<file path="src/rtl/pulse_cmd_issuer.sv">
// Pulse command issuer: queues {length, id} commands and sequences them into a
// downstream length counter, reporting completion by tag; supports abort and reset.
module pulse_cmd_issuer #(
    parameter int LENGTH_WIDTH = 7,
    parameter int ID_WIDTH     = 4,
    parameter int FIFO_DEPTH   = 4
) (
    input  logic                            clk,
    input  logic                            rst,
    input  logic                            cmd_valid,
    input  logic [LENGTH_WIDTH-1:0]         cmd_length,
    input  logic [ID_WIDTH-1:0]             cmd_id,
    output logic                            cmd_ready,
    input  logic                            abort,
    input  logic                            counter_running,
    output logic                            set_counter,
    output logic [LENGTH_WIDTH-1:0]         length_out,
    output logic                            pulse_done,
    output logic [ID_WIDTH-1:0]             done_id,
    output logic                            busy,
    output logic [$clog2(FIFO_DEPTH):0]     fifo_count
);

    localparam int PTR_W   = $clog2(FIFO_DEPTH);
    localparam int CNT_W   = PTR_W + 1;
    localparam int ENTRY_W = LENGTH_WIDTH + ID_WIDTH;

    typedef enum logic [1:0] {
        IDLE = 2'd0,
        LOAD = 2'd1,
        BUSY = 2'd2,
        KILL = 2'd3
    } state_t;

    logic [ENTRY_W-1:0] mem [FIFO_DEPTH];

    state_t                  state_q, state_d;
    logic [PTR_W-1:0]        wr_ptr_q, wr_ptr_d;
    logic [PTR_W-1:0]        rd_ptr_q, rd_ptr_d;
    logic [CNT_W-1:0]        count_q, count_d;
    logic [LENGTH_WIDTH-1:0] cur_len_q, cur_len_d;
    logic [ID_WIDTH-1:0]     cur_id_q, cur_id_d;

    logic full;
    logic empty;
    logic push;
    logic pop;
    logic abort_act;

    always_comb begin
        state_d     = state_q;
        wr_ptr_d    = wr_ptr_q;
        rd_ptr_d    = rd_ptr_q;
        count_d     = count_q;
        cur_len_d   = cur_len_q;
        cur_id_d    = cur_id_q;
        pop         = 1'b0;
        set_counter = 1'b0;
        length_out  = '0;
        pulse_done  = 1'b0;
        done_id     = '0;

        full      = (count_q == CNT_W'(FIFO_DEPTH));
        empty     = (count_q == '0);
        abort_act = abort && (state_q != KILL);
        cmd_ready = !full && !abort && (state_q != KILL);
        push      = cmd_valid && cmd_ready;

        case (state_q)
            IDLE: begin
                if (abort_act) begin
                    state_d = KILL;
                end else if (!empty) begin
                    pop     = 1'b1;
                    state_d = LOAD;
                end
            end
            LOAD: begin
                set_counter = 1'b1;
                length_out  = cur_len_q;
                state_d     = abort_act ? KILL : BUSY;
            end
            BUSY: begin
                if (abort_act) begin
                    state_d = KILL;
                end else if (!counter_running) begin
                    pulse_done = 1'b1;
                    done_id    = cur_id_q;
                    if (!empty) begin
                        pop     = 1'b1;
                        state_d = LOAD;
                    end else begin
                        state_d = IDLE;
                    end
                end
            end
            KILL: begin
                // Zero-length load parks the downstream counter after an abort.
                set_counter = 1'b1;
                state_d     = IDLE;
            end
            default: state_d = IDLE;
        endcase

        if (pop) begin
            {cur_len_d, cur_id_d} = mem[rd_ptr_q];
        end

        if (abort_act) begin
            wr_ptr_d = '0;
            rd_ptr_d = '0;
            count_d  = '0;
        end else begin
            wr_ptr_d = wr_ptr_q + PTR_W'(push);
            rd_ptr_d = rd_ptr_q + PTR_W'(pop);
            count_d  = count_q + CNT_W'(push) - CNT_W'(pop);
        end
    end

    always_ff @(posedge clk) begin
        if (rst) begin
            state_q   <= IDLE;
            wr_ptr_q  <= '0;
            rd_ptr_q  <= '0;
            count_q   <= '0;
            cur_len_q <= '0;
            cur_id_q  <= '0;
        end else begin
            state_q   <= state_d;
            wr_ptr_q  <= wr_ptr_d;
            rd_ptr_q  <= rd_ptr_d;
            count_q   <= count_d;
            cur_len_q <= cur_len_d;
            cur_id_q  <= cur_id_d;
        end
    end

    // Queue storage has no reset; validity is tracked by the pointers alone.
    always_ff @(posedge clk) begin
        if (!rst && push) begin
            mem[wr_ptr_q] <= {cmd_length, cmd_id};
        end
    end

    assign busy       = (state_q != IDLE);
    assign fifo_count = count_q;

endmodule

</file>
<file path="config.mk">
export PLATFORM = sky130hd
export DESIGN_NAME = pulse_cmd_issuer
export DESIGN_NICKNAME = d
export VERILOG_FILES = /design/src/rtl/pulse_cmd_issuer.sv
export SDC_FILE = /design/constraint.sdc
export NUM_CORES = 1
export LEC_CHECK = 0
export BUFFER_PORTS_ARGS = -buffer_cell sky130_fd_sc_hd__buf_4
export CORE_MARGIN = 4
export CORE_UTILIZATION = 35
export CTS_CLUSTER_SIZE = 24
export DETAILED_ROUTE_END_ITERATION = 10
export PLACE_DENSITY = 0.53
export SYNTH_ARGS = -nofsm -noshare
export SYNTH_HDL_FRONTEND = slang
export SYNTH_SLANG_ARGS = --single-unit
</file>
<file path="constraint.sdc">
create_clock -name clk -period 2.9 [get_ports clk]
set_input_delay 0.58 -clock clk [delete_from_list [all_inputs] [get_ports clk]]
set_output_delay 0.58 -clock clk [all_outputs]
set_load 0.005 [all_outputs]
</file>
==> results of run 1 <==
## Yosys cell counts (2+ instances only)
cell      count
clkbuf_1      5
mux4_2        4
a21oi_1      16
buf_2         2
dfxtp_1      20
xnor2_1       4
nand3_1      12
buf_6         3
mux4_1        7
a211oi_1      2
nand2_1       3
inv_1         4
o21ai_0      12
nor2_1        4
edfxtp_1     44
and2_1       15
ha_1          2
nor4b_1       2
## logic make-up after synthesis
family / count (synthesis) / share of synthesized area, %
buffers and inverters: 17 / 3.74
AO/OA/AOI/OAI: 35 / 7.47
multiplexers: 11 / 10.4
flip-flops: 64 / 65.1
adder cells (fa/ha/maj): 3 / 1.70
XOR/XNOR: 4 / 1.32
AND/OR/NAND/NOR: 45 / 10.3
## critical path: cells and delay by family, from the launching register on
family        cells  cell delay [ns]
xor+xnor          3             0.40
flops             1             0.41
simple gates      3             0.72
fa+ha+maj         2             0.57
## metrics by stage
stage               setup WS [ns]  instances
floorplan                   0.197        179
global placement            0.595        305
finish                      0.693        320
global route                0.524        320
CTS                         0.683        320
detailed placement          0.568        305
## how the worst max path moves through the flow
stage / cells after the start / to / from / slack [ns]
floorplan: 4 / mem[1][0] / abort / 0.20
global placement: 9 / fifo_count[2] / abort / 0.60
detailed placement: 9 / fifo_count[2] / abort / 0.57
CTS: 8 / fifo_count[2] / fifo_count[2] / 0.68
global route: 8 / fifo_count[2] / fifo_count[2] / 0.52
finish: 8 / fifo_count[2] / fifo_count[2] / 0.69
## per-layer routing
layer  wire length (um)  vias to the layer above  GRT usage (%)  share of wire, %
li1                   -                      754              -                 -
met1               2280                      732           15.4                49
met2               2100                       37           16.9                45
met3                239                        4           4.78               5.1
met4                 48                        0           3.85               1.0
met5                  0                        -              0                 0
## registers in the layout (all words and copies together), names as in the netlist
| register | flops |
|---|---|
| mem | 44 |
| cur_len_q | 7 |
| state_q | 2 |
| cur_id_q | 4 |
| wr_ptr_q | 2 |
| fifo_count | 3 |
| rd_ptr_q | 2 |
## power breakdown
part	switching (mW)	leakage, nW	internal (mW)
clock network	0.308	0.0770	0.296
logic	0.0755	0.448	0.0618
registers	0.0166	0.559	0.994
## final cells by class
cell class	instances	area (um2)	area share, %
clock buffer	10	128	4.04
clock inverter	5	25.0	0.793
inverter	5	21.3	0.674
multi-input combinational	98	843	26.7
sequential	64	1720	54.6
tap	99	124	3.93
timing repair buffer	39	293	9.28
## cell usage in the layout, fill, tap and decap left out, types with 2 or more instances in the layout
cell	instances
clkinv_1	2
xnor2_1	4
dfxtp_1	20
ha_1	2
mux4_2	4
mux4_1	7
nor4b_2	3
nor2_1	4
clkbuf_8	9
inv_1	4
clkinv_2	2
edfxtp_1	44
a21oi_1	16
nand3_1	12
buf_4	39
nand2_1	3
o21ai_0	12
and2_1	15
a211oi_1	2
==> impl_metrics.csv, run 1 <==
group,metric,value,unit
floorplan,die_area,9010,um2
grt,first_global_vias,1510,
routing,wl_per_cell,14.6,um
floorplan,pin_count,34,
clocking,tritoncts,"done",
synthesis,synth_area_leaders,"edfxtp_1, dfxtp_1, mux4_1, and2_1, mux4_2",
sta,fin_tns_setup,0,ns
synthesis,yosysWarnings,0,
sta,rsz0062_at_grt,"no",
hold_path,hold_end,"mem[0][4]",
critical_path,path_cells,"or3b_2, nand3_2, xnor2_1, ha_1, fa_1, xnor2_1, xnor2_1, nor2_1",
placed_design,dp_hpwl,3.08,mm
finish,antenna_cells,0,
power_and_ir_drop,power,1.75,mW
sta,worstMarginPinSlew,0.852,ns
floorplan,rows,31,
critical_path,start_kind,"flop",
sta,hold_slack,0.455,ns
clocking,cts_made_buffers,9,
clocking,cts-hold-fix-buffers,0,
finish,drive_above_1_share,29.9,%
critical_path,slowest_stage,"or3b_2",
clocking,ctsResizeCount,0,
critical_path,ff2ff_setup_slack,0.69,ns
synthesis,synth_edf_count,44,
hold_path,hold_class,"input port to flop",
sta,finalCriticalPeriod,2.21,ns
synthesis,seq_area_frac_synth,65.1,%
power_and_ir_drop,p_leak,1.08,nW
routing,viasPerCell,4.77,
clocking,cts.clk_slew.worst_paths,0.06,ns
synthesis,avgSynthCellArea,14.8,um2
critical_path,critPathKind,"flop to flop",
synthesis,yosysTopAreaCell,"edfxtp_1",
grt,overflow,0,
grt,grt_antenna_before_repair,0,
routing,dr.pass1.iters,4,
routing,vias,1527,
grt,grt_use_total,11.5,%
routing,wl,4.67,mm
clocking,cts.root.buffer_cell,"clkbuf_8",
placed_design,globalplace.congestion,0.661,
floorplan,initial_core_util,36.3,%
power_and_ir_drop,vdd_drop_max,341,uV
sta,clock.fmax,453,MHz
floorplan,coreArea,7290,um2
critical_path,cp-end-kind,"flop",
floorplan,die_w,94.9,um
synthesis,synthesis.nets,198,
synthesis,ys_dominant_reg_cell,"edfxtp_1",
synthesis,yosysUniqueCellTypes,36,
synthesis,syn-instance-count,179,
sta,skew,0.00762,ns
clocking,cts.sinks,64,
sta,setup_viol,0,
finish,finish.net_count,236,
clocking,post-cts-setup-buffers,0,
clocking,clock_latency,0.32,ns
clocking,clk_path_buf_depth,2,
critical_path,reg2reg_to,"fifo_count[2]",
synthesis,ys_async_sr_fraction,0,%
routing,drtIter0Drc,79,
finish,area_growth,19.3,%
critical_path,reg2regPathDepth,8,
finish,fin_util,43.3,%
sta,drv_slew,0,
critical_path,crit_fanout,7,
critical_path,worst_path_most_repeated_cell,"xnor2_1",
hold_path,hold_depth,1,
routing,drc_errors,0,
critical_path,slowest_delay,0.49,ns
critical_path,timing.rr.start,"fifo_count[2]",
synthesis,synth_seq_cells,64,
sta,final_hold_viol_count,0,
finish,fin_area,3160,um2
sta,slew_headroom,43.1,%
critical_path,crit_arrival,2.43,ns
sta,period_share,76.1,%
clocking,htreeDepth,3,
grt,grt_pass1_wl,7.62,mm
hold_path,worstHoldStart,"cmd_length[0]",
placed_design,placed_area,3000,um2
flow_run,drv_cap,0,
floorplan,die_h,94.9,um
synthesis,syn_area,2650,um2
status,status,"finished clean",
placed_design,portBuffers,33,
routing,drtAntennaViolNets,0,
synthesis,synth_top_cell_area_share,50.0,%
critical_path,required,3.12,ns
finish,fillers,711,
power_and_ir_drop,powerDensity,555,nW/um2
grt,grt_max_degree,20,
(Power assumes the default switching activity.)
==> run 2: changes to the inputs <==
==> constraint.sdc (replaced) <==
create_clock -name clk -period 2.1 [get_ports clk]
set_input_delay 0.42 -clock clk [delete_from_list [all_inputs] [get_ports clk]]
set_output_delay 0.42 -clock clk [all_outputs]
set_load 0.005 [all_outputs]
==> run 2 against run 1 <==
Compared with the run above:
- setup slack worse by 0.51 ns
- cell count is 3.4% higher
- wire length increased by 6.7%
- worst hold slack got worse by 0.17 ns
- critical path type unchanged
- core utilization is 2.4 points higher
- largest cell class unchanged
- non-clock buffer count up 10
- combinational power grew 66%
- clock-buffer cell count shrank 1
- design area up 5.4%
==> impl_metrics.csv, run 2 (synthesis gave the netlist of run 1 again) <==
group,metric,value,unit
critical_path,required,2.33,ns
critical_path,ff2ff_setup_slack,0.19,ns
finish,finish.net_count,246,
grt,overflow,0,
sta,rsz0062_at_grt,"no",
clocking,cts-hold-fix-buffers,0,
routing,drc_errors,0,
floorplan,coreArea,7290,um2
grt,grt_max_degree,20,
placed_design,dp_hpwl,3.35,mm
critical_path,crit_arrival,2.15,ns
grt,grt_pass1_wl,7.98,mm
sta,drv_slew,0,
sta,period_share,91.2,%
critical_path,timing.rr.start,"fifo_count[2]",
routing,wl,4.99,mm
status,status,"finished clean",
routing,dr.pass1.iters,4,
routing,wl_per_cell,15.1,um
grt,grt_antenna_before_repair,0,
floorplan,die_h,94.9,um
placed_design,portBuffers,33,
critical_path,start_kind,"flop",
floorplan,rows,31,
floorplan,pin_count,34,
critical_path,critPathKind,"flop to flop",
clocking,cts.sinks,64,
critical_path,crit_fanout,2,
routing,drtIter0Drc,75,
placed_design,globalplace.congestion,0.675,
floorplan,die_area,9010,um2
power_and_ir_drop,p_leak,1.18,nW
finish,top_regs,"mem: 44 flops, cur_len_q: 7 flops, cur_id_q: 4 flops",
routing,drtAntennaViolNets,0,
finish,antenna_cells,0,
hold_path,hold_class,"input port to flop",
placed_design,dp_cells,315,
clocking,ctsResizeCount,0,
clocking,clock_latency,0.34,ns
critical_path,reg2regPathDepth,8,
clocking,cts.clk_slew.worst_paths,0.07,ns
grt,first_global_vias,1562,
critical_path,crit_path_end,"fifo_count[2]",
critical_path,crit_start,"fifo_count[2]",
sta,skew,0.00545,ns
finish,drive_above_1_share,34.9,%
critical_path,worst_path_most_repeated_cell,"xnor2_1",
critical_path,reg2reg_to,"fifo_count[2]",
sta,slew_headroom,59.7,%
hold_path,worstHoldStart,"cmd_length[0]",
sta,worstMarginPinSlew,0.603,ns
floorplan,initial_core_util,36.3,%
floorplan,die_w,94.9,um
sta,worst_slack,0.186,ns
clocking,cts_made_buffers,9,
finish,area_growth,25.8,%
critical_path,cp-end-kind,"flop",
clocking,clk_path_buf_depth,2,
power_and_ir_drop,powerDensity,832,nW/um2
finish,post_layout_nonfiller_instances,331,
finish,largest_reg_flops,44,
clocking,htreeDepth,3,
placed_design,pre_cts_slack,-0.0330,ns
placed_design,placed_area,3090,um2
sta,hold_slack,0.281,ns
finish,final_common_cell,"buf_4",
grt,grt_use_total,12.2,%
critical_path,path_cells,"or3b_4, nand3_2, xnor2_1, ha_1, fa_1, xnor2_1, xnor2_1, nor2_1",
finish,layout_common_cells,"buf_4, edfxtp_1, dfxtp_1",
sta,clock.fmax,522,MHz
routing,viasPerCell,4.83,
routing,vias,1600,
critical_path,slowest_stage,"or3b_4",
clocking,tritoncts,"done",
clocking,post-cts-setup-buffers,0,
sta,final_hold_viol_count,0,
critical_path,slowest_delay,0.38,ns
sta,setup_viol,0,
finish,max_flop_register,"mem",
clocking,cts.root.buffer_cell,"clkbuf_8",
flow_run,drv_cap,0,
finish,fin_area,3330,um2
power_and_ir_drop,vdd_drop_max,394,uV
sta,finalCriticalPeriod,1.91,ns
run 2: cell type report:
class / count / area, um2
Multi-Input combinational cell: 98 / 857
Timing Repair Buffer: 49 / 384
Sequential cell: 64 / 1720
Inverter: 5 / 21.3
Clock inverter: 7 / 95.1
Clock buffer: 9 / 124
Tap cell: 99 / 124
Fill cell: 671 / 3970
run 2: report_power, final:
part | internal, mW | switching, mW | total (mW)
Clock | 0.670 | 0.489 | 1.16
Sequential | 1.37 | 0.0129 | 1.38
Combinational | 0.105 | 0.122 | 0.227
Total | 2.15 | 0.623 | 2.77
run 2: worst max-delay path, delay by kind of cell (launching register included):
family | cells | cell delay [ns]
XOR/XNOR | 3 | 0.40
adder cells (fa/ha/maj) | 2 | 0.56
flip-flops | 1 | 0.32
AND/OR/NAND/NOR | 3 | 0.52
run 2: worst min path at each step:
stage / endpoint / slack, ns / cells past startpoint
after global placement: cur_len_q[4] / 0.46 / 2
final: mem[1][4] / 0.28 / 1
after floorplan: cur_id_q[1] / 0.45 / 2
after CTS: mem[1][8] / 0.26 / 1
after detailed placement: cur_len_q[0] / 0.47 / 2
after global routing: mem[0][5] / 0.26 / 1
run 2: routing by layer:
metal | track usage [%] | vias up | routed length [um]
met3 | 3.43 | 10 | 267
met1 | 16.7 | 771 | 2430
met4 | 6.61 | 0 | 113
li1 | - | 780 | -
met2 | 17.4 | 39 | 2170
met5 | 0 | - | 0
run 2: metrics by stage:
step	TNS, ns	power [mW]	utilization [%]
finish	0	2.77	45.6
global route	0	2.89	45.6
CTS	0	2.80	45.4
detailed placement	-0.0330	1.64	42.4
global placement	-0.0156	1.63	42.4
floorplan	-12.98	1.54	-
